<file path="config.mk">
export PLATFORM = sky130hd
export DESIGN_NAME = axi4_lite_slave_regs
export DESIGN_NICKNAME = d
export VERILOG_FILES = /design/src/rtl/axi4_lite_pkg.sv /design/src/rtl/axi4_lite_slave_wr_chan.sv /design/src/rtl/axi4_lite_slave_regs.sv
export SDC_FILE = /design/constraint.sdc
export NUM_CORES = 1
export LEC_CHECK = 0
export BUFFER_PORTS_ARGS = -buffer_cell sky130_fd_sc_hd__buf_2
export CORE_UTILIZATION = 30
export DETAILED_ROUTE_END_ITERATION = 7
export PLACE_DENSITY_LB_ADDON = 0.3
export SKIP_CTS_REPAIR_TIMING = 1
export SLEW_MARGIN = 20
export SYNTH_ARGS = -nofsm -noshare
export SYNTH_HDL_FRONTEND = slang
export SYNTH_SLANG_ARGS = --single-unit
</file>
<file path="constraint.sdc">
create_clock -name clk -period 2.3 [get_ports clk]
set_input_delay 0.23 -clock clk [delete_from_list [all_inputs] [get_ports clk]]
set_output_delay 0.23 -clock clk [all_outputs]
set_load 0.05 [all_outputs]
</file>
<file path="src/rtl/axi4_lite_pkg.sv">
// axi4_lite_pkg: response codes, channel FSM encodings and index sizing
// shared by the AXI4-Lite register endpoint.
package axi4_lite_pkg;

    localparam logic [1:0] RESP_OKAY   = 2'b00;
    localparam logic [1:0] RESP_SLVERR = 2'b10;

    typedef enum logic {
        W_IDLE = 1'b0,
        W_RESP = 1'b1
    } w_state_e;

    typedef enum logic {
        R_IDLE = 1'b0,
        R_DATA = 1'b1
    } r_state_e;

    localparam int NREGS_DEF = 16;

    function automatic int idx_w(input int n);
        return (n < 2) ? 1 : $clog2(n);
    endfunction

    localparam int IDX_W = idx_w(NREGS_DEF);

endpackage

</file>
<file path="src/rtl/axi4_lite_slave_wr_chan.sv">
// AW/W capture in either order and B response FSM for the register endpoint.
// AXI_LITE_SLVERR_EN: out-of-range writes answer SLVERR instead of OKAY.
module axi4_lite_slave_wr_chan
    import axi4_lite_pkg::*;
#(
    parameter int DW    = 32,
    parameter int AW    = 32,
    parameter int NREGS = NREGS_DEF,
    parameter int IW    = idx_w(NREGS)
) (
    input  logic            clk_i,
    input  logic            rst_ni,
    input  logic [AW-3:0]   awaddr_i,
    input  logic            awvalid_i,
    output logic            awready_o,
    input  logic [DW-1:0]   wdata_i,
    input  logic [DW/8-1:0] wstrb_i,
    input  logic            wvalid_i,
    output logic            wready_o,
    output logic [1:0]      bresp_o,
    output logic            bvalid_o,
    input  logic            bready_i,
    output logic            commit_o,
    output logic [IW-1:0]   idx_o,
    output logic [DW-1:0]   data_o,
    output logic [DW/8-1:0] strb_o,
    output logic            in_range_o
);

    localparam logic [AW-3:0] LIM = (AW-2)'(NREGS);

    w_state_e        state_q, state_d;
    logic            awready_q, awready_d;
    logic            wready_q, wready_d;
    logic            aw_held_q, aw_held_d;
    logic            w_held_q, w_held_d;
    logic            bvalid_q, bvalid_d;
    logic [1:0]      bresp_q, bresp_d;
    logic [AW-3:0]   wa_q, wa_d;
    logic [DW-1:0]   data_q, data_d;
    logic [DW/8-1:0] strb_q, strb_d;

    logic            aw_hs, w_hs, aw_have, w_have;
    logic [AW-3:0]   cur_wa;

    assign aw_hs   = awvalid_i & awready_q;
    assign w_hs    = wvalid_i & wready_q;
    assign aw_have = aw_held_q | aw_hs;
    assign w_have  = w_held_q | w_hs;

    // A beat arriving on the commit edge is used directly, not via its latch.
    assign cur_wa     = aw_held_q ? wa_q : awaddr_i;
    assign idx_o      = cur_wa[IW-1:0];
    assign in_range_o = cur_wa < LIM;
    assign data_o     = w_held_q ? data_q : wdata_i;
    assign strb_o     = w_held_q ? strb_q : wstrb_i;

    always_comb begin
        state_d   = state_q;
        awready_d = awready_q;
        wready_d  = wready_q;
        aw_held_d = aw_held_q;
        w_held_d  = w_held_q;
        bvalid_d  = bvalid_q;
        bresp_d   = bresp_q;
        wa_d      = wa_q;
        data_d    = data_q;
        strb_d    = strb_q;
        commit_o  = 1'b0;
        unique case (state_q)
            W_IDLE: begin
                if (aw_hs) begin
                    aw_held_d = 1'b1;
                    wa_d      = awaddr_i;
                end
                if (w_hs) begin
                    w_held_d = 1'b1;
                    data_d   = wdata_i;
                    strb_d   = wstrb_i;
                end
                if (aw_have && w_have) begin
                    commit_o  = 1'b1;
                    state_d   = W_RESP;
                    aw_held_d = 1'b0;
                    w_held_d  = 1'b0;
                    awready_d = 1'b0;
                    wready_d  = 1'b0;
                    bvalid_d  = 1'b1;
`ifdef AXI_LITE_SLVERR_EN
                    bresp_d   = in_range_o ? RESP_OKAY : RESP_SLVERR;
`else
                    bresp_d   = RESP_OKAY;
`endif
                end else begin
                    awready_d = ~aw_have;
                    wready_d  = ~w_have;
                end
            end
            W_RESP: begin
                if (bready_i) begin
                    state_d   = W_IDLE;
                    bvalid_d  = 1'b0;
                    bresp_d   = RESP_OKAY;
                    awready_d = 1'b1;
                    wready_d  = 1'b1;
                end
            end
            default: state_d = W_IDLE;
        endcase
    end

    always_ff @(posedge clk_i or negedge rst_ni) begin
        if (!rst_ni) begin
            state_q   <= W_IDLE;
            awready_q <= 1'b0;
            wready_q  <= 1'b0;
            aw_held_q <= 1'b0;
            w_held_q  <= 1'b0;
            bvalid_q  <= 1'b0;
            bresp_q   <= RESP_OKAY;
            wa_q      <= '0;
            data_q    <= '0;
            strb_q    <= '0;
        end else begin
            state_q   <= state_d;
            awready_q <= awready_d;
            wready_q  <= wready_d;
            aw_held_q <= aw_held_d;
            w_held_q  <= w_held_d;
            bvalid_q  <= bvalid_d;
            bresp_q   <= bresp_d;
            wa_q      <= wa_d;
            data_q    <= data_d;
            strb_q    <= strb_d;
        end
    end

    assign awready_o = awready_q;
    assign wready_o  = wready_q;
    assign bvalid_o  = bvalid_q;
    assign bresp_o   = bresp_q;

endmodule

</file>
<file path="src/rtl/axi4_lite_slave_regs.sv">
// AXI4-Lite register endpoint: NREGS control registers, independent read FSM.
// AXI_LITE_SLVERR_EN: out-of-range accesses answer SLVERR instead of OKAY.
module axi4_lite_slave_regs
    import axi4_lite_pkg::*;
#(
    parameter int DW    = 32,
    parameter int AW    = 32,
    parameter int NREGS = NREGS_DEF
) (
    input  logic               clk,
    input  logic               resetn,
    input  logic [AW-1:0]      S_AXI_AWADDR,
    input  logic               S_AXI_AWVALID,
    input  logic [2:0]         S_AXI_AWPROT,
    output logic               S_AXI_AWREADY,
    input  logic [DW-1:0]      S_AXI_WDATA,
    input  logic [DW/8-1:0]    S_AXI_WSTRB,
    input  logic               S_AXI_WVALID,
    output logic               S_AXI_WREADY,
    output logic [1:0]         S_AXI_BRESP,
    output logic               S_AXI_BVALID,
    input  logic               S_AXI_BREADY,
    input  logic [AW-1:0]      S_AXI_ARADDR,
    input  logic               S_AXI_ARVALID,
    input  logic [2:0]         S_AXI_ARPROT,
    output logic               S_AXI_ARREADY,
    output logic [DW-1:0]      S_AXI_RDATA,
    output logic [1:0]         S_AXI_RRESP,
    output logic               S_AXI_RVALID,
    input  logic               S_AXI_RREADY,
    output logic [NREGS*DW-1:0] reg_out,
    output logic [NREGS-1:0]   wr_strobe
);

    localparam int IW = idx_w(NREGS);
    localparam logic [AW-3:0] LIM = (AW-2)'(NREGS);

    logic            wr_commit, wr_in_range;
    logic [IW-1:0]   wr_idx;
    logic [DW-1:0]   wr_data;
    logic [DW/8-1:0] wr_strb;

    axi4_lite_slave_wr_chan #(
        .DW    (DW),
        .AW    (AW),
        .NREGS (NREGS),
        .IW    (IW)
    ) u_wr_chan (
        .clk_i      (clk),
        .rst_ni     (resetn),
        .awaddr_i   (S_AXI_AWADDR[AW-1:2]),
        .awvalid_i  (S_AXI_AWVALID),
        .awready_o  (S_AXI_AWREADY),
        .wdata_i    (S_AXI_WDATA),
        .wstrb_i    (S_AXI_WSTRB),
        .wvalid_i   (S_AXI_WVALID),
        .wready_o   (S_AXI_WREADY),
        .bresp_o    (S_AXI_BRESP),
        .bvalid_o   (S_AXI_BVALID),
        .bready_i   (S_AXI_BREADY),
        .commit_o   (wr_commit),
        .idx_o      (wr_idx),
        .data_o     (wr_data),
        .strb_o     (wr_strb),
        .in_range_o (wr_in_range)
    );

    logic [DW-1:0]    regs_q [NREGS];
    logic [DW-1:0]    regs_d [NREGS];
    logic [NREGS-1:0] wr_strobe_q, wr_strobe_d;

    always_comb begin
        regs_d      = regs_q;
        wr_strobe_d = '0;
        if (wr_commit && wr_in_range) begin
            for (int b = 0; b < DW/8; b++) begin
                if (wr_strb[b]) regs_d[wr_idx][8*b +: 8] = wr_data[8*b +: 8];
            end
            wr_strobe_d[wr_idx] = 1'b1;
        end
    end

    r_state_e      r_state_q, r_state_d;
    logic          arready_q, arready_d;
    logic          rvalid_q, rvalid_d;
    logic [DW-1:0] rdata_q, rdata_d;
    logic [1:0]    rresp_q, rresp_d;
    logic [IW-1:0] rd_idx;
    logic          rd_in_range;

    assign rd_idx      = S_AXI_ARADDR[IW+1:2];
    assign rd_in_range = S_AXI_ARADDR[AW-1:2] < LIM;

    // Reads sample regs_q, so a write committing on the same edge is unseen.
    always_comb begin
        r_state_d = r_state_q;
        arready_d = arready_q;
        rvalid_d  = rvalid_q;
        rdata_d   = rdata_q;
        rresp_d   = rresp_q;
        unique case (r_state_q)
            R_IDLE: begin
                arready_d = 1'b1;
                if (S_AXI_ARVALID && arready_q) begin
                    r_state_d = R_DATA;
                    arready_d = 1'b0;
                    rvalid_d  = 1'b1;
                    rdata_d   = rd_in_range ? regs_q[rd_idx] : '0;
`ifdef AXI_LITE_SLVERR_EN
                    rresp_d   = rd_in_range ? RESP_OKAY : RESP_SLVERR;
`else
                    rresp_d   = RESP_OKAY;
`endif
                end
            end
            R_DATA: begin
                if (S_AXI_RREADY) begin
                    r_state_d = R_IDLE;
                    rvalid_d  = 1'b0;
                    arready_d = 1'b1;
                end
            end
            default: r_state_d = R_IDLE;
        endcase
    end

    always_ff @(posedge clk or negedge resetn) begin
        if (!resetn) begin
            regs_q      <= '{default: '0};
            wr_strobe_q <= '0;
            r_state_q   <= R_IDLE;
            arready_q   <= 1'b0;
            rvalid_q    <= 1'b0;
            rdata_q     <= '0;
            rresp_q     <= RESP_OKAY;
        end else begin
            regs_q      <= regs_d;
            wr_strobe_q <= wr_strobe_d;
            r_state_q   <= r_state_d;
            arready_q   <= arready_d;
            rvalid_q    <= rvalid_d;
            rdata_q     <= rdata_d;
            rresp_q     <= rresp_d;
        end
    end

    for (genvar i = 0; i < NREGS; i++) begin : g_out
        assign reg_out[i*DW +: DW] = regs_q[i];
    end

    assign wr_strobe     = wr_strobe_q;
    assign S_AXI_ARREADY = arready_q;
    assign S_AXI_RVALID  = rvalid_q;
    assign S_AXI_RDATA   = rdata_q;
    assign S_AXI_RRESP   = rresp_q;

    logic unused_bits;
    assign unused_bits = ^{S_AXI_AWPROT, S_AXI_ARPROT,
                           S_AXI_AWADDR[1:0], S_AXI_ARADDR[1:0]};

endmodule

</file>
==> impl_results.md <==
* Status: finished, violations left
* Failing checks: negative setup slack
* FF-to-FF Start: u_wr_chan.wa_q[22]
* Post-Syn Area at 28300 um^2
* Final worst path period share at 115%
* Reg area at roughly 16000 um^2
* Vias in the first global route at 21930
* CP Launch Point: u_wr_chan.wa_q[22]
* DR vias/cell at ~5.2
* Synth top area share at a little under three fifths
* Synth Area in Compound Gates at roughly 4.5%
* Initial antenna violation count at 7
* Post-synth EDFFs at 0
* DR iter-0 viols at 1309
* Synth top area cells: dfrtp_1 56%, mux2_2 24%, mux4_2 10%
* Met2 WL at 55500 um
* TritonCTS Buffers at between 70 and 80
* Slew margin rel. at between 20% and 30%
* Main combinational cell family by area after synthesis: multiplexers
* Crit path arrival time at 3.13 ns
* Worst skew pair latency at 0.62 ns
* VDD IR max at between 500 and 600 uV
* Multi-input gate area at ~13000 um^2
* Fmax at 379 MHz
* Final HPWL DP at around 82000 um
* Min Tclk post-route at 2.64 ns
* Power Total at 29.0 mW
* Remaining antenna violation count after routing at 0
* # fillers at about 8700
* Syn Area/Cell at about 16 um^2
* R2R Path End: reg_out[49]
* Post-synthesis simple-gate area fraction at 3.27%
* Worst Max-Slew Pin Slew at 1.14 ns
* Met3 WL at 7280 um
* Post-Synth XOR/XNOR Area at 0%
* Die span in y at 309 um
* Sequential area share after synthesis at between 50 and 60%
* Worst endpoint required time at between 2 and 3 ns
* Kind of critical path: register to register
* Initial Util at 30.3%
* Clock-pin slew on the worst setup and hold paths at ~0.060 ns
* # setup viols final at 527
* Slew Viols, Final at 0
* Share of layout cells above drive strength 1 at between 60 and 70%
* Synthesis-to-layout area growth at 38.2%
* Buffers on Ports at roughly 670
* Via count at 20745
* RSZ-0062 raised after global routing: true
* Residual overflow from global routing at 0
* Flop2flop setup slack at -0.34 ns
* Highest metal used: met5
* CTS tree: yes
* # DRC at 0
* Root Buffer: clkbuf_16
* Top-count cell post-synth: dfrtp_1
* Worst Skew at 0.0113 ns
* Placed cell areas at roughly 35000 um^2
* GRT Resource Usage Total at 22.9%
* Clock Path Buffers at 3
* Die Wd at 309 um
* CP Launch Type: register
* Final instance area at 39200 um^2
* Min-delay src: S_AXI_WVALID
* Worst hold stages at 4
* Most area-hungry cell type in the Yosys netlist: dfrtp_1
* Area of the die at 95700 um^2
* Pre-Repair DR Iteration Count at 5
* Top cells by count, synth: 635 x dfrtp_1, 608 x mux2_2, 128 x mux4_2
* Largest net degree at the start of global routing at 82
* Dpl ws at -0.460 ns
* Worst reg2reg path depth at 9
* Syn Inst Count at 1808
* H-tree depth at 3
* Core Rows at 112
* Final worst setup slack at -0.337 ns
* Ys async rst share at 100%
* RD Place Congestion at 0.875
* Leak at 20.3 nW
* Synthesis Warnings at 0
* Synth Area in Adders at 0%
* WL/cell at 28.1 um
* Nets at 2808
* Post-Route WL at 112000 um
* Mux cell area share after synthesis at 34.5%
* Crit end category: register
* Post-synth top flop: dfrtp_1
* MaxCap Viol Count at 0
* Top fanout value on the critical path at 8
* Yosys reg bits at around 640
* Pwr/cell area at between 700 and 800 nW/um^2
* Final Hold Fails at 0
* Metal1 wirelength at 45300 um
* Standard cell core area at approximately 93000 um^2
* Global-route wire length before repair at 157000 um
* Setup crit end: reg_out[49]
* IO Pins at 682
* Clk sinks at ~640
* Hold crit path type: primary input to register
* Synth cell types at 43
per-layer routing:
metal / up-vias / track usage [%]
li1: 8634 / -
met2: 867 / 38.1
met4: 4 / 9.27
met3: 226 / 5.89
met5: - / 0
met1: 11014 / 28.2
through the flow:
step | setup TNS (ns) | utilization, % | instances | hold WS (ns)
after CTS | -178.83 | 39.9 | 3892 | -0.461
after global placement | -143.98 | 37.3 | 3763 | 0.208
final | -119.23 | 41.9 | 4004 | 0.0173
after floorplan | -43.15 | - | 1811 | -0.0656
after detailed placement | -175.36 | 37.3 | 3763 | 0.215
after global routing | -171.53 | 41.9 | 4003 | 0.0409
layout make-up:
cell class	count	area share, %
clock inverter	17	0.450
antenna	3	0.0192
timing repair buffer	913	16.3
inverter	9	0.0863
sequential	635	40.6
tap	1254	4.01
multi-input combinational	1061	32.8
clock buffer	112	5.82
layout by cell type (no fill, tap or decap), types with 4 or more instances in the layout:
cell	Yosys	routed
clkbuf_16	0	82
buf_2	3	664
buf_4	10	84
nand2_8	0	34
mux2i_1	5	5
clkinv_2	0	9
nand2_1	60	47
a21oi_1	5	5
a22o_1	32	32
a2111oi_4	8	15
nor4_1	12	8
buf_6	0	18
dlygate4sd3_1	0	69
buf_12	0	65
nor2_1	29	27
mux2_4	0	8
nor3_1	6	6
a211oi_4	0	5
mux4_2	128	128
dfrtp_1	635	631
a22oi_1	62	62
mux2_2	608	600
clkbuf_1	80	15
inv_1	9	9
clkbuf_8	0	18
conb_1	1	4
dfrtp_2	0	4
nand2_4	0	13
buf_8	0	10
nand2_2	48	14
report_power, final:
group / switching (mW) / total, mW / leakage [nW] / internal [mW]
Sequential: 0.416 / 12.3 / 8.71 / 11.9
Combinational: 3.10 / 4.80 / 10.4 / 1.70
Clock: 4.75 / 11.9 / 1.21 / 7.16
state kept, by name (all words and copies together), names as in the netlist:
| register | cells |
|---|---|
| u_wr_chan.strb_q | 4 |
| u_wr_chan.data_q | 32 |
| u_wr_chan.awready_o | 1 |
| S_AXI_ARREADY | 1 |
| r_state_q | 1 |
| u_wr_chan.state_q | 1 |
| u_wr_chan.aw_held_q | 1 |
| u_wr_chan.bvalid_o | 1 |
| u_wr_chan.wready_o | 1 |
| u_wr_chan.wa_q | 30 |
| S_AXI_RDATA | 32 |
| reg_out | 512 |
| wr_strobe | 16 |
| u_wr_chan.w_held_q | 1 |
| S_AXI_RVALID | 1 |
cells by family after synthesis:
kind of cell           after synthesis
other                                1
buffers and inverters              115
multiplexers                       741
AND/OR/NAND/NOR                    183
AO/OA/AOI/OAI                      133
flip-flops                         635
critical path: stages, from the launching register on:
cell and delay, ns:
dfrtp_1 0.37, or4b_1 0.52, o22a_1 0.29, buf_12 0.17, buf_6 0.14, a2111oi_4 0.29
buf_4 0.21, nand2_2 0.07, buf_12 0.15, mux2_2 0.28
worst min path at each step:
stage / end / slack, ns
2_1_floorplan: S_AXI_ARREADY / -0.07
3_3_place_gp: u_wr_chan.data_q[5] / 0.21
3_5_place_dp: u_wr_chan.data_q[5] / 0.21
4_1_cts: u_wr_chan.data_q[5] / -0.46
5_1_grt: u_wr_chan.wready_o / 0.04
6_report: u_wr_chan.aw_held_q / 0.02
(Power assumes the default switching activity.)
